[src/rtl/inv_substitution_layer_seq_pkg.sv]
// Shared ASCON definitions for the sequential inverse substitution layer:
// the state word width, the controller state encoding and the inverse S-box.
package inv_substitution_layer_seq_pkg;

  localparam int WORD_W    = 64;
  localparam int NUM_WORDS = 5;

  typedef enum logic [1:0] {
    IDLE = 2'd0,
    RUN  = 2'd1,
    DONE = 2'd2
  } state_e;

  // Inverse of the ASCON 5-bit S-box, entry 0 first.
  // Index bit 4 is x0, bit 0 is x4; the result uses the same ordering.
  localparam logic [0:31][4:0] INV_SBOX = {
    5'h14, 5'h1A, 5'h07, 5'h0D, 5'h00, 5'h09, 5'h0E, 5'h12,
    5'h0A, 5'h06, 5'h1D, 5'h01, 5'h19, 5'h15, 5'h13, 5'h1E,
    5'h18, 5'h16, 5'h0B, 5'h11, 5'h03, 5'h05, 5'h1C, 5'h1F,
    5'h17, 5'h1B, 5'h04, 5'h08, 5'h0F, 5'h0C, 5'h10, 5'h02
  };

  // Table lookup shared by every S-box instance.
  function automatic logic [4:0] inv_sbox_lookup(input logic [4:0] idx);
    return INV_SBOX[idx];
  endfunction

endpackage

[src/rtl/inv_substitution_layer_seq_inv_sbox.sv]
// Single bit-slice inverse ASCON S-box, purely combinational.
module ascon_inv_sbox
  import inv_substitution_layer_seq_pkg::*;
(
  input  logic [4:0] idx_i,
  output logic [4:0] sub_o
);

  assign sub_o = inv_sbox_lookup(idx_i);

endmodule

[src/rtl/inv_substitution_layer_seq.sv]
// Sequential ASCON inverse substitution layer. A captured 5x64-bit state is
// inverse-substituted SLICES_PER_CYCLE bit positions per cycle, in place, and
// the same register is then presented as the result.
module inv_substitution_layer_seq
  import inv_substitution_layer_seq_pkg::*;
#(
  parameter int SLICES_PER_CYCLE = 8
) (
  input  logic        clk,
  input  logic        rst,
  input  logic        in_valid,
  output logic        in_ready,
  input  logic [63:0] x0_in,
  input  logic [63:0] x1_in,
  input  logic [63:0] x2_in,
  input  logic [63:0] x3_in,
  input  logic [63:0] x4_in,
  output logic        out_valid,
  input  logic        out_ready,
  output logic [63:0] x0_out,
  output logic [63:0] x1_out,
  output logic [63:0] x2_out,
  output logic [63:0] x3_out,
  output logic [63:0] x4_out
);

  localparam int P      = SLICES_PER_CYCLE;
  localparam int GROUPS = WORD_W / P;
  localparam int CNT_W  = (GROUPS > 1) ? $clog2(GROUPS) : 1;
  localparam logic [CNT_W-1:0] CNT_LAST = CNT_W'(GROUPS - 1);

  state_e                               state_q;
  logic [CNT_W-1:0]                     cnt_q;
  // Index 0 holds x0; this register is both working state and output.
  logic [NUM_WORDS-1:0][WORD_W-1:0]     x_q;
  logic [NUM_WORDS-1:0][WORD_W-1:0]     x_run_d;

  logic [5:0]                           base;
  logic [P-1:0][4:0]                    sb_in;
  logic [P-1:0][4:0]                    sb_out;

  // First bit position of the group handled this cycle.
  assign base = 6'(int'(cnt_q) * P);

  for (genvar j = 0; j < P; j++) begin : g_sbox
    logic [5:0] pos;
    assign pos      = base + 6'(j);
    assign sb_in[j] = {x_q[0][pos], x_q[1][pos], x_q[2][pos], x_q[3][pos], x_q[4][pos]};
    ascon_inv_sbox u_sbox (
      .idx_i (sb_in[j]),
      .sub_o (sb_out[j])
    );
  end

  // Merge the substituted group back into the otherwise unchanged state.
  always_comb begin
    x_run_d = x_q;
    for (int j = 0; j < P; j++) begin
      for (int w = 0; w < NUM_WORDS; w++) begin
        x_run_d[w][base + 6'(j)] = sb_out[j][4 - w];
      end
    end
  end

  // Controller and state register; reset wins over every handshake.
  always_ff @(posedge clk) begin
    if (rst) begin
      state_q <= IDLE;
      cnt_q   <= '0;
      x_q     <= '0;
    end else begin
      case (state_q)
        IDLE: begin
          if (in_valid) begin
            x_q     <= {x4_in, x3_in, x2_in, x1_in, x0_in};
            cnt_q   <= '0;
            state_q <= RUN;
          end
        end
        RUN: begin
          x_q <= x_run_d;
          // Counter parks on the last group so it never wraps mid-operation.
          if (cnt_q == CNT_LAST) begin
            state_q <= DONE;
          end else begin
            cnt_q <= cnt_q + 1'b1;
          end
        end
        DONE: begin
          if (out_ready) begin
            state_q <= IDLE;
          end
        end
        default: begin
          state_q <= IDLE;
        end
      endcase
    end
  end

  // Handshake flags depend on the state register alone.
  assign in_ready  = (state_q == IDLE);
  assign out_valid = (state_q == DONE);

  assign x0_out = x_q[0];
  assign x1_out = x_q[1];
  assign x2_out = x_q[2];
  assign x3_out = x_q[3];
  assign x4_out = x_q[4];

endmodule
[config.mk]
export PLATFORM = sky130hd
export DESIGN_NAME = inv_substitution_layer_seq
export DESIGN_NICKNAME = d
export VERILOG_FILES = /design/src/rtl/inv_substitution_layer_seq_pkg.sv /design/src/rtl/inv_substitution_layer_seq_inv_sbox.sv /design/src/rtl/inv_substitution_layer_seq.sv
export SDC_FILE = /design/constraint.sdc
export NUM_CORES = 1
export LEC_CHECK = 0
export ABC_CLOCK_PERIOD_IN_PS = 7250
export CAP_MARGIN = 20
export CORE_AREA = 3 3 254 256
export DETAILED_ROUTE_END_ITERATION = 16
export DIE_AREA = 0 0 257 259
export GPL_ROUTABILITY_DRIVEN = 0
export PLACE_DENSITY = 0.65
export SLEW_MARGIN = 20
export SYNTH_ARGS = -nofsm -noshare
export SYNTH_HDL_FRONTEND = slang
export SYNTH_SLANG_ARGS = --single-unit
export TNS_END_PERCENT = 10
[constraint.sdc]
create_clock -name clk -period 7.25 [get_ports clk]
set_input_delay 1.45 -clock clk [delete_from_list [all_inputs] [get_ports clk]]
set_output_delay 1.45 -clock clk [all_outputs]
set_load 0.02 [all_outputs]
==> impl_results.md <==
- CP Cell Sequence: buf_12 > mux4_2 > mux2i_2 > inv_2 > ha_1 > mux2i_1 > mux2i_1 > mux2i_1 > a221oi_1
- FF+latch count, synth: 325
- Clock skew: 31.25 ps
- Endpoints failing setup: 0
- Placed Area: 28,280 µm²
- Metal-1 WL: 47.23 mm
- Pre-antenna DRT Iters: 5
- Final WL: 118.3 mm
- EDFF count, synth: 0
- Syn Std Cell Area: 21,350 µm²
- Setup_tns: 0 ps
- Total of max-cap violations: 0
- Drt wl/cell: 29.89 µm
- Maximum fanout along the worst path: 91
- Met2 wire len: 54.42 mm
- Async SR Flop Fraction: 0%
- Top cells by area, synth: dfxtp_1 (30%), a21oi_1 (8.6%), mux2i_1 (4.5%), nand2_1 (4.1%), mux4_2 (4.1%)
- Clk root buf: clkbuf_16
- Clock tree buffer depth: 3
- WL met3: 11.29 mm
- Starting Density: 34.04%
- WP data required: 7650 ps
- # rows: 92
- Final HPWL DP: 83.63 mm
- Post-CTS Setup Bufs: 0
- Fin util: 47.15%
- Vias per cell: 6.205
- Power Density: 234.2 nW/µm²
- DRT iter0 DRCs: 2,875
- Finished Cell Area: 29,580 µm²
- Later-pin clock latency in the skew report: 580 ps
- Clock-pin slew on the worst setup and hold paths: 60 ps
- Post-cts gate resize count: 0
- CTS sink count: 325
- Synth unique cells: 97
- Mapped Nets: 2,970
- Antenna-violating nets left: 0
- Initial antenna violation count: 11
- Post-synth top area cell: dfxtp_1
- CTS buffer count: 40
- Sum of buffers and inverters on the critical path: 2
- Slowest CP cell: dfxtp_4
- Area share of the largest cell type after synthesis: 30.47%
- Core area: 62,740 µm²
- Worst path max stage delay: 880 ps
- Slew @ Worst Pin: 1217 ps
- # fillers: 6,047
- Final min period: 4694 ps
- Nets@finish: 3,460
- Full die area: 66,560 µm²
- Max_slew headroom: 18.72%
- Highest clock rate: 0.2130 GHz
- Commonest cells post-synth: a21oi_1 (366), dfxtp_1 (325), nand2_1 (235), nor2_1 (228), clkbuf_1 (176)
- Synth Warn #: 0
- Startpoint Class: register
- Detailed-route via count: 24.56k
- Pins Over Slew Limit: 0
- Vias in the first global route: 23.25k
- Most frequent CP cell: mux2i_1
- Chip Height: 259 µm
- Pin count of the biggest net entering global routing: 211
- Cells after Synth: 2,587
- Crit path kind: reg -> reg
- Total Routing Usage GR: 33.61%
- Worst EP arrival: 5090 ps
- Tcrit/Tclk final: 64.75%
- Seq/Total Area, Yosys: 30.47%
- Outcome: completed
- Crit end category: register
- Cell family with most CP delay: multiplexers
- Hold_buf cts: 0
- Leakage: 0.01079 µW
- Die Span X: 257 µm
- Peak VDD IR: 152.4 µV
- Most frequent cell after synthesis: a21oi_1
- Avg Cell Area, Syn: 8.254 µm²
- Layout cells sized above 1: 10.27%
- Dominant synthesized flop cell: dfxtp_1
- Input/output buffers: 645
- First-pass GRT wire length: 167.0 mm
- CTS H-tree depth: 2
- Residual DRC: 0
- GRT Residual Overflow: 0
- I/O Pins: 646
- Layout area overhead: 38.51%
- HP Class: reg -> reg
- CTS tree: done
- Top Metal Used: met5
- Final hold vios: 0
- RSZ-0062 raised after global routing: no
==> power by group <==
part	internal [µW]	total (µW)	switching, µW	leakage [µW]
registers	1940	2120	179	0.00268
clock network	1170	2030	862	0.000636
logic	1040	2780	1740	0.00747
==> worst register-to-register path: cells and delay by family (launching register included) <==
family	cells	cell delay, ps
DFF	1	880
AOI/OAI and AO/OA	1	200
buffers and inverters	2	790
adders and majority gates	1	290
muxes	5	2350
==> registers in the layout, summed over array words and instances, names as in the netlist <==
signal and count:
x1_out 64, x4_out 64, x2_out 64, state_q 2, x0_out 64, x3_out 64
cnt_q 3
==> per-stage QoR <==
step                      hold slack (ps)  setup WS [ps]  cells  total power [µW]
after global placement              473.4           2682   3881              4862
after floorplan                     555.4           4020   2587              3717
after global routing                522.9           2238   3958              7160
final                               501.4           2556   3958              6927
after CTS                           492.8           2566   3951              6879
after detailed placement            486.0           2579   3881              4874
==> placed cells by master, fill, tap and decap left out, types with 14 or more instances in the layout <==
master,instances
a2111oi_2,31
a211oi_1,40
a21oi_1,366
a221oi_1,32
a22oi_1,27
a311oi_1,15
a31oi_1,40
and3_1,78
buf_4,49
clkbuf_16,41
clkdlybuf4s50_1,644
dfxtp_1,322
ha_1,59
inv_1,21
mux2_2,34
mux2i_1,96
mux4_2,39
nand2_1,227
nand2b_1,22
nand3_1,86
nor2_1,220
nor3_1,43
nor4_1,46
o211ai_1,26
o21a_1,23
o21ai_0,63
o21ai_1,22
o221ai_1,14
o22ai_1,36
o32ai_1,32
xnor2_1,17
==> final timing paths <==
kind,start,endpoint,slack [ps],cells after the start
worst max-delay path,cnt_q[0]$_SDFFE_PP0P_,x2_out[42]$_SDFFE_PP0P_,2560,9
worst min-delay path,x0_out[63]$_SDFFE_PP0P_,x0_out[63]$_SDFFE_PP0P_,500,2
worst max register to register,cnt_q[0]$_SDFFE_PP0P_,x2_out[42]$_SDFFE_PP0P_,2560,9
worst min register to register,x0_out[63]$_SDFFE_PP0P_,x0_out[63]$_SDFFE_PP0P_,500,2
==> metal layers <==
| layer | track usage [%] | vias up |
|---|---|---|
| li1 | - | 10740 |
| met1 | 43.90 | 12010 |
| met2 | 53.73 | 1550 |
| met3 | 6.565 | 266 |
| met4 | 15.31 | 2 |
| met5 | 0 | - |
==> cell type report <==
type / instances / area [µm²] / share of cell area [%]
antenna: 7 / 17.52 / 0.05922
clock buffer: 59 / 1184 / 4.002
clock inverter: 11 / 92.59 / 0.3130
inverter: 36 / 136.4 / 0.4611
multi-input combinational: 1977 / 13680 / 46.26
sequential: 325 / 6518 / 22.03
tap: 846 / 1059 / 3.579
timing repair buffer: 697 / 6889 / 23.29
==> kinds of logic (layout without fill, tap and decap cells) <==
kind of cell,after synthesis,in the layout,share of synthesized area [%]
fa+ha+maj,59,59,3.457
flops,325,325,30.47
buf+inv,285,803,5.947
compound gates,888,888,28.66
other cells,0,7,0
simple gates,815,815,18.12
mux,194,194,12.35
xor+xnor,21,21,1.002
Power figures use the tool's default switching activity.
